**src/rtl/instr_fetch.sv**
```systemverilog
// Instruction fetch stage: issues one word fetch at a time to instruction memory,
// buffers the returned word for decode and follows branch/jump redirects.
module instr_fetch #(
  parameter logic [31:0] RESET_PC = 32'h0000_0000
) (
  input  logic        clk,
  input  logic        reset,
  output logic        imem_req,
  output logic [31:0] imem_addr,
  input  logic        imem_gnt,
  input  logic        imem_rvalid,
  input  logic [31:0] imem_rdata,
  input  logic        redirect_valid,
  input  logic [31:0] redirect_pc,
  output logic        if_valid,
  input  logic        if_ready,
  output logic [31:0] if_instr,
  output logic [31:0] if_pc,
  output logic [6:0]  if_opcode,
  output logic [31:0] fetch_count
);

  typedef enum logic [1:0] {IDLE, REQ, WAIT, DRAIN} state_e;

  state_e      state_q, state_d;
  logic [31:0] pc_q, pc_d;
  logic        if_valid_q, if_valid_d;
  logic [31:0] if_instr_q, if_instr_d;
  logic [31:0] if_pc_q, if_pc_d;
  logic [31:0] fetch_count_q, fetch_count_d;

  logic grant;
  logic handshake;
  logic capture;

  always_ff @(posedge clk or negedge reset) begin
    if (!reset) begin
      state_q <= IDLE;
    end else begin
      state_q <= state_d;
    end
  end

  // A fetch granted or still in flight when a redirect arrives is stale and
  // must be drained before a new request goes out.
  always_comb begin
    state_d = state_q;
    unique case (state_q)
      IDLE:  state_d = REQ;
      REQ:   if (grant) state_d = redirect_valid ? DRAIN : WAIT;
      WAIT: begin
        if (imem_rvalid)         state_d = REQ;
        else if (redirect_valid) state_d = DRAIN;
      end
      DRAIN: if (imem_rvalid) state_d = REQ;
      default: state_d = IDLE;
    endcase
  end

  always_comb begin
    imem_req  = (state_q == REQ) && (!if_valid_q || if_ready);
    imem_addr = pc_q;
  end

  assign grant     = imem_req && imem_gnt;
  assign handshake = if_valid_q && if_ready;
  assign capture   = (state_q == WAIT) && imem_rvalid && !redirect_valid;

  always_comb begin
    pc_d          = pc_q;
    if_valid_d    = if_valid_q;
    if_instr_d    = if_instr_q;
    if_pc_d       = if_pc_q;
    fetch_count_d = fetch_count_q + {31'b0, handshake};
    if (handshake) begin
      if_valid_d = 1'b0;
    end
    if (capture) begin
      if_valid_d = 1'b1;
      if_instr_d = imem_rdata;
      if_pc_d    = pc_q;
      pc_d       = pc_q + 32'd4;
    end
    // Redirect wins over everything except the handshake count.
    if (redirect_valid) begin
      pc_d       = redirect_pc & 32'hFFFF_FFFC;
      if_valid_d = 1'b0;
    end
  end

  always_ff @(posedge clk or negedge reset) begin
    if (!reset) begin
      pc_q          <= RESET_PC;
      if_valid_q    <= 1'b0;
      if_instr_q    <= 32'h0;
      if_pc_q       <= 32'h0;
      fetch_count_q <= 32'h0;
    end else begin
      pc_q          <= pc_d;
      if_valid_q    <= if_valid_d;
      if_instr_q    <= if_instr_d;
      if_pc_q       <= if_pc_d;
      fetch_count_q <= fetch_count_d;
    end
  end

  assign if_valid    = if_valid_q;
  assign if_instr    = if_instr_q;
  assign if_pc       = if_pc_q;
  assign if_opcode   = if_instr_q[6:0];
  assign fetch_count = fetch_count_q;

endmodule

```
**config.mk**
```make
export PLATFORM = sky130hd
export DESIGN_NAME = instr_fetch
export DESIGN_NICKNAME = d
export VERILOG_FILES = /design/src/rtl/instr_fetch.sv
export SDC_FILE = /design/constraint.sdc
export NUM_CORES = 1
export LEC_CHECK = 0
export BUFFER_PORTS_ARGS = -buffer_cell sky130_fd_sc_hd__buf_2
export CAP_MARGIN = 20
export CORE_ASPECT_RATIO = 1.1
export CORE_MARGIN = 3
export CORE_UTILIZATION = 45
export CTS_CLUSTER_SIZE = 28
export DETAILED_ROUTE_END_ITERATION = 8
export PLACE_DENSITY = 0.84
export SYNTH_ARGS = -nofsm -noshare
export SYNTH_HDL_FRONTEND = slang
export SYNTH_SLANG_ARGS = --single-unit
```
**constraint.sdc**
```tcl
create_clock -name clk -period 2.6 [get_ports clk]
set_clock_uncertainty 0.1 [all_clocks]
set_input_delay 0.39 -clock clk [delete_from_list [all_inputs] [get_ports clk]]
set_output_delay 0.39 -clock clk [all_outputs]
set_load 0.02 [all_outputs]
```
# [After elaboration in Yosys (flattened, before gate mapping)]
# Cells that the tools add are included.
[op_classes] add_sub_neg=2 n_mux=11 eq_ne=6 reduce_logical=12
[ops] op="$mux W32" count=2
[ops] op="$add A32 B1 Y32" count=1
[ops] op="$add A32 B3 Y32 const B" count=1
[ops] op="$mux W2" count=4
[ops] op="$pmux W2 S4" count=1
[ops] op="$logic_and A1 B1 Y1" count=5
[ops] op="$eq A2 B2 Y1 const B" count=2
[ops] op="$mux W1" count=4
[ops] op="$ne A2 B2 Y1 const B" count=2
[ops] op="$ne A3 B3 Y1 const B" count=1
[ops] op="$reduce_and A3 Y1" count=1
[ops] op="$reduce_bool A3 Y1" count=1
[ops] op="$eq A2 B1 Y1 const B" count=1
[ops] op="$logic_not A1 Y1" count=2
[ops] op="$logic_not A2 Y1" count=1
[ops] op="$reduce_bool A2 Y1" count=1
[ops] op="$logic_or A1 B1 Y1" count=1
[word_totals] output_inout_bits=137 elab_cells=37 ff_bits=131 in_bits=70

# [Depth between registers and ports, before layout]
# Gate-level depths: netlist (run 1).
[depth] ltp_word=6 mapped_depth=9 ltp_nobuf=7

# [Worst setup path after synthesis (run 1)]
# No wires, ideal clock.
[synth_timing] path_type="reg-to-reg" from="reg state_q[0]" to="reg pc_q[24] (netlist: imem_addr[24])" path_stages_with_launch=10 path_slack_ps=343 t_arrival_ps=2088 n_path_buf=3 required_time_ps=2431 setup_ps=69 period_less_slack_ps=2257 cell_sequence="dfrtp_1 inv_1 ha_1 buf_2 nand3_2 or4_1 buf_2 buf_4 or4_1 nand3_1"
[synth_via] elab_chain_len=4
[synth_rtl] element="start: declaration" line="25" rtl="state_e state_q, state_d;"
[synth_rtl] element="start signal: assignment" line="40" rtl="state_q <= state_d;"
[synth_rtl] element="$eq A2 B2 Y1" line="67" rtl="assign capture = (state_q == WAIT) && imem_rvalid && !redirect_valid;"
[synth_rtl] element="$logic_and A1 B1 Y1 (2 in a row)" line="67"
[synth_rtl] element="$reduce_bool A2 Y1 (no line)"
[synth_rtl] element="end signal: assignment" line="99" rtl="pc_q <= pc_d;"
[synth_rtl] element="end: declaration" line="26" rtl="logic [31:0] pc_q, pc_d;"
# No other way between the ends.
# A chain may end at the register's enable or synchronous reset.

# [Final worst setup path (run 1)]
[layout_timing] from="reg state_q[0]" to="reg pc_q[26] (netlist: imem_addr[26])"
# Same word-level chain as after synthesis.

==> results of run 1 <==
metrics by stage:
step	instances	cell area [um^2]	power, uW
5_1_grt	863	7430	7660
2_1_floorplan	495	5710	4360
4_1_cts	863	7430	7380
3_5_place_dp	830	6870	5200
3_3_place_gp	830	6870	5090
6_report	863	7430	7280
repair_timing:
item | CTS | global route
hold buffers | 1 | 0
gates resized for setup | 0 | 0
endpoints found under the hold margin | 22 | 0
power by group through the flow:
stage	clock (uW)	sequential (uW)	combinational, uW
floorplan	0	3520	833
global placement	0	2840	2250
detailed placement	0	2890	2310
CTS	2200	2860	2320
global route	2300	2920	2450
finish	2140	2850	2280
state kept, by name, summed over array words and instances, names as in the netlist:
register	flops
fetch_count	32
if_instr	32
if_pc	30
if_valid	1
imem_addr	30
state_q	2
cell usage after synthesis (2+ instances only):
cell type  instances  area (um^2)
a21oi_1            5         25.0
a31oi_1            8         50.1
and2_1             2         12.5
and3_1             5         31.3
and4_1             4         35.0
buf_1              5         18.8
buf_2              4         20.0
buf_4             12         90.1
clkbuf_1          11         41.3
dfrtp_1          127         3180
ha_1               7         87.6
inv_1             10         37.5
mux2_2            56          631
mux2i_1            2         20.0
nand2_1           44          165
nand2b_1           2         12.5
nand3_1           36          180
nand4_1           12         75.1
nor2_1            17         63.8
nor2b_1            2         12.5
nor3_1             8         40.0
nor4_1             5         31.3
o211ai_1           5         37.5
o21ai_0           22          110
o31ai_1            8         60.1
or4_1             15          113
xnor2_1           33          289
xor2_1             9         78.8
final cells by class:
cell class | count | area, um^2 | area share (%)
clock buffers | 23 | 488 | 6.57
repair buffers | 214 | 1140 | 15.3
inverters | 11 | 41.3 | 0.556
clock inverters | 9 | 60.1 | 0.809
multi-input cells | 325 | 2330 | 31.4
flip-flops and latches | 127 | 3180 | 42.8
well taps | 154 | 193 | 2.59
cells by family (layout without fill, tap and decap cells):
family,Yosys count,in the layout,share of synthesized area [%]
AND/OR/NAND/NOR,160,160,15.1
flip-flops,127,127,55.8
multiplexers,58,58,11.4
AO/OA/AOI/OAI,54,54,5.87
buffers and inverters,43,257,3.71
XOR/XNOR,42,42,6.46
adder cells (fa/ha/maj),7,7,1.54
other,1,4,0.0658
critical path: stages, from the launching register on:
cell	delay, ns
dfrtp_1	0.40
inv_1	0.08
ha_1	0.18
nand3_2	0.11
or4_1	0.55
buf_4	0.21
or4_1	0.47
a31oi_1	0.18
layer usage:
layer  vias to the layer above  global-route usage [%]  wire [um]
met5                         -                       0          0
met4                         0                    9.09        328
met3                        30                    5.39        970
met2                       181                    34.6       7060
met1                      2211                    23.0       5320
li1                       2154                       -          -
worst paths after layout:
check / from / endpoint / slack (ns)
worst max-delay path: state_q[0]$_DFFE_PN0P_ / imem_addr[26]$_DFFE_PN0P_ / 0.23
worst min-delay path: redirect_pc[14] / imem_addr[14]$_DFFE_PN0P_ / 0.08
worst max register to register: state_q[0]$_DFFE_PN0P_ / imem_addr[26]$_DFFE_PN0P_ / 0.23
worst min register to register: fetch_count[31]$_DFF_PN0_ / fetch_count[31]$_DFF_PN0_ / 0.37
max in group asynchronous: reset / if_pc[16]$_DFFE_PN0P_ / 1.32
min in group asynchronous: reset / fetch_count[7]$_DFF_PN0_ / 0.33
==> impl_metrics.env, run 1 <==
export IMPL_grtUsageTotal_pct=19.9
export IMPL_syn_cell_area_um2=5700
export IMPL_gr_total_overflow=0
export IMPL_avgSynthCellArea_um2=11.6
export IMPL_dr_pass1_iters=4
export IMPL_final_common_cell="buf_2"
export IMPL_switching_share_pct=34.7
export IMPL_slew_violations=0
export IMPL_wl_um=13700
export IMPL_start_util_pct=46.7
export IMPL_grt_max_degree=73
export IMPL_p_sw_uw=2520
export IMPL_yosys_warnings=0
export IMPL_io_buffer_count=200
export IMPL_drc=0
export IMPL_cts_made_buffers=17
export IMPL_power_density_nw_per_um2=980
export IMPL_p_seq_share_pct=39.2
export IMPL_fmax_mhz=421
export IMPL_hp_class="primary input to flop"
export IMPL_min_period_over_period_pct=91.3
export IMPL_crit_fanout=17
export IMPL_rows=42
export IMPL_required_ns=2.83
export IMPL_die_h_um=124
export IMPL_worst_setup_path_type="flop to flop"
export IMPL_cts_root_buf="clkbuf_16"
export IMPL_final_util_pct=60.9
export IMPL_outcome="finished clean"
export IMPL_routed_via_count=4576
export IMPL_cts_buffer_depth=2
export IMPL_n_antenna_cell=0
export IMPL_cell_internal_pwr_uw=4750
export IMPL_dp_hpwl_um=9940
export IMPL_nets=773
export IMPL_synth_enable_flop_cells=0
export IMPL_ir_worst_vdd_uv=672
export IMPL_setup_viol=0
export IMPL_synthCells=492
export IMPL_die_area_um2=14000
export IMPL_synth_cell_types=44
export IMPL_ys_ff_latch=127
export IMPL_tritoncts="built"
export IMPL_drt_iter0_drc=282
export IMPL_startpoint_type="flop"
export IMPL_hold_depth=3
export IMPL_pwr_share_clk_pct=29.4
export IMPL_gp_congestion=0.806
export IMPL_p_leak_uw=0.00368
export IMPL_hold_viol_final=0
export IMPL_critPathCaptureType="flop"
export IMPL_worst_slack_ns=0.227
export IMPL_r2r_cells=7
export IMPL_yosysSeqAreaShare_pct=55.8
export IMPL_hold_worst_slack_ns=0.0826
export IMPL_dp_worst_setup_slack_ns=0.226
export IMPL_io_pins=207
export IMPL_antenna_found_initial=0
export IMPL_synth_top_flop_cell="dfrtp_1"
export IMPL_cts_htree_levels=4
export IMPL_fill_cells=970
export IMPL_die_x_um=113
export IMPL_period_minus_slack_ns=2.37
export IMPL_drive_gt1_share_pct=43.0
export IMPL_fin_tns_setup_ns=0
export IMPL_grt_pass1_wl_um=22200
export IMPL_wl_per_cell_um=15.8
export IMPL_area_growth_pct=30.4
export IMPL_p_comb_share_pct=31.3
export IMPL_rsz0062_at_grt="false"
export IMPL_clkLatencyLatePin_ns=0.41
export IMPL_ant_nets=0
export IMPL_via_per_inst=5.30
export IMPL_critPathArrivalTime_ns=2.60
export IMPL_grt_pass1_vias=4562
export IMPL_postCtsSetupRepairBufs=0
export IMPL_ys_async_sr_fraction_pct=100
export IMPL_clock_sinks=127
export IMPL_design_core_area_um2=12200
export IMPL_path_clk_slew_ns=0.06
export IMPL_layout_common_cells="199 x buf_2, 127 x dfrtp_1, 56 x mux2_2, 44 x nand2_1, 35 x nand3_1"
export IMPL_maxCapViolations=0
Power figures use the tool's default switching activity.
==> inputs of run 2 (changes only) <==
--- a/config.mk
+++ b/config.mk
@@ -5,6 +5,7 @@
 export SDC_FILE = /design/constraint.sdc
 export NUM_CORES = 1
 export LEC_CHECK = 0
+export ABC_AREA = 1
 export BUFFER_PORTS_ARGS = -buffer_cell sky130_fd_sc_hd__buf_2
 export CAP_MARGIN = 20
 export CORE_ASPECT_RATIO = 1.1
@@ -12,7 +13,7 @@
 export CORE_UTILIZATION = 45
 export CTS_CLUSTER_SIZE = 28
 export DETAILED_ROUTE_END_ITERATION = 8
-export PLACE_DENSITY = 0.84
+export PLACE_DENSITY = 0.82
 export SYNTH_ARGS = -nofsm -noshare
 export SYNTH_HDL_FRONTEND = slang
 export SYNTH_SLANG_ARGS = --single-unit
==> impl_metrics.env, run 2 <==
export IMPL_grt_max_degree=78
export IMPL_p_sw_uw=2770
export IMPL_crit_fanout=4
export IMPL_drc=0
export IMPL_synth_common_cells="282 x nand2_1, 127 x dfrtp_1, 76 x nor2_1"
export IMPL_switching_share_pct=36.2
export IMPL_setup_viol=0
export IMPL_r2r_cells=10
export IMPL_cell_internal_pwr_uw=4870
export IMPL_synth_cell_types=40
export IMPL_p_seq_share_pct=37.4
export IMPL_timing_rr_start="if_valid$_DFFE_PN0P_"
export IMPL_synthCells=789
export IMPL_p_comb_share_pct=29.6
export IMPL_wl_um=17100
export IMPL_critPathBufInv=2
export IMPL_n_antenna_cell=0
export IMPL_gp_congestion=0.950
export IMPL_drt_iter0_drc=456
export IMPL_power_density_nw_per_um2=930
export IMPL_slew_violations=0
export IMPL_via_per_inst=5.01
export IMPL_grt_pass1_wl_um=28100
export IMPL_cp_top_family="simple AND/OR/NAND/NOR gates"
export IMPL_cpPeakStageDelay_ns=0.37
export IMPL_worst_setup_path_type="flop to flop"
export IMPL_dp_hpwl_um=12500
export IMPL_tritoncts="built"
export IMPL_routed_via_count=5957
export IMPL_cts_buffer_depth=2
export IMPL_reg2reg_slack_ns=0.67
export IMPL_path_clk_slew_ns=0.06
export IMPL_cts_htree_levels=4
export IMPL_clkLatencyLatePin_ns=0.42
export IMPL_dp_worst_setup_slack_ns=0.568
export IMPL_wl_per_cell_um=14.3
export IMPL_outcome="finished clean"
export IMPL_yosys_warnings=0
export IMPL_dr_pass1_iters=5
export IMPL_min_from="imem_rdata[0]"
export IMPL_maxCapViolations=0
export IMPL_ys_async_sr_fraction_pct=100
export IMPL_antenna_found_initial=0
export IMPL_cp_num_cells=10
export IMPL_gr_total_overflow=0
export IMPL_worst_slack_ns=0.670
export IMPL_yosysTopAreaCell="dfrtp_1"
export IMPL_yosysSeqAreaShare_pct=49.6
export IMPL_fmax_mhz=518
export IMPL_nets=1066
export IMPL_layout_common_cells="282 x nand2_1, 199 x buf_2, 127 x dfrtp_1, 76 x nor2_1, 66 x inv_1"
export IMPL_required_ns=2.80
export IMPL_r2r_end="fetch_count[18]$_DFF_PN0_"
export IMPL_die_area_um2=15700
export IMPL_cts_made_buffers=17
export IMPL_p_leak_uw=0.00437
export IMPL_synth_enable_flop_cells=0
export IMPL_hp_class="primary input to flop"
export IMPL_ir_worst_vdd_uv=578
export IMPL_rsz0062_at_grt="false"
export IMPL_path_cells="nand2_1 > inv_1 > ha_1 > ha_1 > nand3_1 > inv_1 > nand4_1 > nor2_1 > nand2_1 > xor2_1"
export IMPL_grtUsageTotal_pct=22.2
export IMPL_min_to="if_instr[0]$_DFFE_PN0P_"
export IMPL_critPathSlowestCell="dfrtp_1"
export IMPL_area_growth_pct=28.3
export IMPL_cts_root_buf="clkbuf_16"
export IMPL_pwr_share_clk_pct=33.0
export IMPL_io_buffer_count=200
export IMPL_hold_viol_final=0
export IMPL_drive_gt1_share_pct=27.3
export IMPL_critPathArrivalTime_ns=2.13
export IMPL_die_h_um=131
export IMPL_synthTopCellsByArea="dfrtp_1 50%, nand2_1 17%, nor2_1 4.5%"
export IMPL_ys_ff_latch=127
export IMPL_yosysTopAreaCellShare_pct=49.6
export IMPL_avgSynthCellArea_um2=8.11
export IMPL_period_minus_slack_ns=1.93
export IMPL_rows=45
export IMPL_final_common_cell="nand2_1"
export IMPL_die_x_um=120
export IMPL_postCtsSetupRepairBufs=0
export IMPL_syn_cell_area_um2=6400
export IMPL_start_util_pct=46.2
export IMPL_clock_sinks=127
export IMPL_design_core_area_um2=13900
export IMPL_startpoint_type="flop"
export IMPL_hold_depth=3
export IMPL_synth_most_common_cell="nand2_1"
export IMPL_fin_tns_setup_ns=0
export IMPL_critPathCaptureType="flop"
export IMPL_synth_top_flop_cell="dfrtp_1"
export IMPL_io_pins=207
export IMPL_ant_nets=0
export IMPL_min_period_over_period_pct=74.2
export IMPL_grt_pass1_vias=5726
## run 2: cell count changes after synthesis, moves of 13 or more
cell	before	now
inv_1	10	66
nor2_1	17	76
mux2_2	56	0
or4_1	15	0
xor2_1	9	22
nand2_1	44	282
xnor2_1	33	10
## run 2: worst max path at each step
stage	start	to	slack, ns
floorplan	if_valid$_DFFE_PN0P_	fetch_count[16]$_DFF_PN0_	0.73
global placement	if_ready	fetch_count[18]$_DFF_PN0_	0.60
detailed placement	if_ready	fetch_count[16]$_DFF_PN0_	0.57
CTS	state_q[0]$_DFFE_PN0P_	if_pc[18]$_DFFE_PN0P_	0.66
global route	if_valid$_DFFE_PN0P_	fetch_count[18]$_DFF_PN0_	0.46
finish	if_valid$_DFFE_PN0P_	fetch_count[18]$_DFF_PN0_	0.67
## run 2: worst register-to-register path: stages (launching register included)
cell     delay (ns)
dfrtp_1        0.37
nand2_1        0.06
inv_1          0.07
ha_1           0.18
ha_1           0.25
nand3_1        0.21
inv_1          0.10
nand4_1        0.12
nor2_1         0.14
nand2_1        0.08
xor2_1         0.14
## run 2: kinds of logic (layout without fill, tap and decap cells)
kind of cell | count (synthesis) | count (layout) | share of synthesized area, %
xor+xnor | 32 | 32 | 4.38
flops | 127 | 127 | 49.6
buf+inv | 100 | 310 | 6.88
fa+ha+maj | 7 | 7 | 1.37
compound gates | 65 | 65 | 6.27
other cells | 1 | 4 | 0.0586
simple gates | 457 | 457 | 31.4
## run 2: cell type report
cell class / count / area (um^2)
fill: 1276 / 5640
multi-input combinational: 565 / 2800
clock buffer: 19 / 443
tap: 188 / 235
sequential: 127 / 3180
timing repair buffer: 210 / 1120
inverter: 68 / 255
clock inverter: 13 / 189
## run 2: metal layers
metal,vias up,share of wire [%],GRT usage [%]
met2,237,49,36.7
li1,2893,-,-
met1,2793,42,27.9
met4,0,2.2,9.29
met5,-,0,0
met3,34,6.3,5.21
## run 2: through the flow
stage | hold WS [ns] | utilization [%] | cells | cell area, um^2 | power (uW)
after floorplan | -0.00559 | - | 792 | 6410 | 4310
after global placement | 0.248 | 54.7 | 1157 | 7570 | 5090
after detailed placement | 0.254 | 54.7 | 1157 | 7570 | 5160
after CTS | 0.0475 | 59.3 | 1190 | 8210 | 7710
after global routing | 0.0589 | 59.3 | 1190 | 8210 | 8070
final | 0.0629 | 59.3 | 1190 | 8210 | 7640
## run 2: power by group through the flow
stage	Clock, uW	Sequential (uW)	Combinational, uW
finish	2520	2860	2260
global route	2650	2930	2490
CTS	2560	2850	2300
detailed placement	0	2880	2290
global placement	0	2850	2240
floorplan	0	3480	829
## run 2: timing repair
item	4_1_cts	5_1_grt
setup endpoints to repair	0	0
hold endpoints to repair	29	0
resized for setup	0	0
hold buffers	1	0
==> inputs of run 3 (changes only) <==
==> constraint.sdc (replaced) <==
create_clock -name clk -period 1.8 [get_ports clk]
set_clock_uncertainty 0.1 [all_clocks]
set_input_delay 0.27 -clock clk [delete_from_list [all_inputs] [get_ports clk]]
set_output_delay 0.27 -clock clk [all_outputs]
set_load 0.02 [all_outputs]
==> impl_metrics.env, run 3 (synthesized netlist as in run 2, its figures left out) <==
export IMPL_r2r_end="fetch_count[19]$_DFF_PN0_"
export IMPL_min_to="imem_addr[10]$_DFFE_PN0P_"
export IMPL_gr_total_overflow=0
export IMPL_gp_congestion=0.924
export IMPL_nets=1130
export IMPL_dp_hpwl_um=12800
export IMPL_cpPeakStageDelay_ns=0.43
export IMPL_io_buffer_count=200
export IMPL_hp_class="primary input to flop"
export IMPL_cts_made_buffers=17
export IMPL_worst_setup_path_type="flop to primary output"
export IMPL_p_leak_uw=0.00466
export IMPL_slew_violations=0
export IMPL_p_sw_uw=4020
export IMPL_area_growth_pct=39.5
export IMPL_antenna_found_initial=1
export IMPL_final_common_cell="nand2_1"
export IMPL_startpoint_type="flop"
export IMPL_grt_pass1_wl_um=30000
export IMPL_start_util_pct=46.2
export IMPL_outcome="finished clean"
export IMPL_final_util_pct=64.5
export IMPL_tritoncts="built"
export IMPL_power_uw=11000
export IMPL_die_x_um=120
export IMPL_p_seq_share_pct=37.6
export IMPL_ir_worst_vdd_uv=711
export IMPL_wl_per_cell_um=15.1
export IMPL_critPathArrivalTime_ns=1.35
export IMPL_pwr_share_clk_pct=30.2
export IMPL_period_minus_slack_ns=1.72
export IMPL_critPathSlowestCell="dfrtp_2"
export IMPL_dp_cells=1168
export IMPL_io_pins=207
export IMPL_ant_nets=0
export IMPL_hold_viol_final=0
export IMPL_min_period_over_period_pct=95.8
export IMPL_dp_worst_setup_slack_ns=-0.0168
export IMPL_rows=45
export IMPL_dr_pass1_iters=7
export IMPL_critPathBufInv=3
export IMPL_drc=0
export IMPL_critPathCaptureType="primary output"
export IMPL_path_cells="inv_1 > ha_1 > inv_2 > a21oi_2 > buf_4"
export IMPL_setup_viol=0
export IMPL_grtUsageTotal_pct=23.7
export IMPL_cp_top_family="flip-flops"
export IMPL_die_area_um2=15700
export IMPL_p_comb_share_pct=32.1
export IMPL_reg2reg_slack_ns=0.08
export IMPL_die_h_um=131
export IMPL_hold_depth=3
export IMPL_power_density_nw_per_um2=1240
export IMPL_timing_rr_start="if_valid$_DFFE_PN0P_"
export IMPL_wl_um=18900
export IMPL_grt_max_degree=67
export IMPL_via_per_inst=5.04
export IMPL_grt_pass1_vias=6193
export IMPL_drt_iter0_drc=468
export IMPL_maxCapViolations=0
export IMPL_worst_slack_ns=0.0751
export IMPL_routed_via_count=6321
export IMPL_cell_internal_pwr_uw=7030
export IMPL_multi_input_area_um2=2890
export IMPL_final_seq_area_um2=3180
export IMPL_required_ns=1.43
export IMPL_cts_root_buf="clkbuf_16"
export IMPL_switching_share_pct=36.4
export IMPL_drive_gt1_share_pct=29.0
export IMPL_clock_sinks=127
export IMPL_stdcell_count=1253
export IMPL_fmax_mhz=580
export IMPL_clkLatencyLatePin_ns=0.42
export IMPL_r2r_cells=10
export IMPL_fin_tns_setup_ns=0
export IMPL_design_core_area_um2=13900
export IMPL_fill_cells=1165
export IMPL_cts_htree_levels=4
export IMPL_layout_common_cells="281 x nand2_1, 198 x buf_2, 125 x dfrtp_1, 72 x nor2_1, 62 x inv_1"
export IMPL_path_clk_slew_ns=0.05
export IMPL_crit_fanout=4
export IMPL_min_from="redirect_pc[10]"
export IMPL_rsz0062_at_grt="true"
export IMPL_cts_buffer_depth=2
[run 3: cell types whose count changed in the layout (fill, tap and decap cells not counted), sizes merged, moves of 2 or more]
cell	before	now
bufinv	4	2
dlygate4sd3	1	43
clkbuf	19	25
clkinvlp	5	3
buf	209	229
[run 3: worst max-delay path by stage]
stage	cells past startpoint	to	startpoint
2_1_floorplan	10	fetch_count[18]$_DFF_PN0_	if_valid$_DFFE_PN0P_
3_3_place_gp	8	imem_addr[9]$_DFFE_PN0P_	state_q[0]$_DFFE_PN0P_
3_5_place_dp	8	imem_addr[9]$_DFFE_PN0P_	state_q[0]$_DFFE_PN0P_
4_1_cts	10	fetch_count[18]$_DFF_PN0_	if_valid$_DFFE_PN0P_
5_1_grt	5	imem_req	state_q[1]$_DFFE_PN0P_
6_report	5	imem_req	state_q[1]$_DFFE_PN0P_
[run 3: power by group through the flow]
stage / clock network, uW / registers [uW] / logic, uW
2_1_floorplan: 0 / 5020 / 1200
3_3_place_gp: 0 / 4130 / 3280
3_5_place_dp: 0 / 4150 / 3350
4_1_cts: 3410 / 4120 / 3460
5_1_grt: 3520 / 4260 / 3860
6_report: 3340 / 4160 / 3550
[run 3: what timing repair did]
item,4_1_cts,5_1_grt
hold buffers,43,0
buffers inserted,3,6
gates resized for setup,3,24
cloned,0,2
hold endpoints to repair,71,0
pin swaps,0,6
endpoints found under the setup margin,7,55
[run 3: layer usage]
layer  vias to the layer above  wire, um  GRT usage (%)
met5                         -         0              0
met4                         0       767           11.5
met3                        64      1240           5.42
met2                       283      9340           39.4
met1                      2950      7520           29.1
li1                       3024         -              -
[run 3: cell type report]
type	instances	area share [%]
diodes	1	0.0280
clock buffers	24	5.50
clock inverters	6	0.924
inverters	68	2.90
multi-input cells	565	32.4
flip-flops and latches	127	35.6
well taps	188	2.63
repair buffers	273	19.9
repair inverters	1	0.0560
[run 3: through the flow]
| step | area (um^2) | hold WS (ns) |
|---|---|---|
| finish | 8930 | 0.0201 |
| global route | 8930 | 0.0251 |
| CTS | 8760 | 0.00193 |
| detailed placement | 7710 | 0.167 |
| global placement | 7710 | 0.162 |
| floorplan | 6420 | -0.126 |
[run 3: tightest hold or removal path, delay by kind of cell]
family	cells	cell delay, ns
buffers and inverters	1	0.09
AOI/OAI and AO/OA	1	0.08
and+or+nand+nor	1	0.05
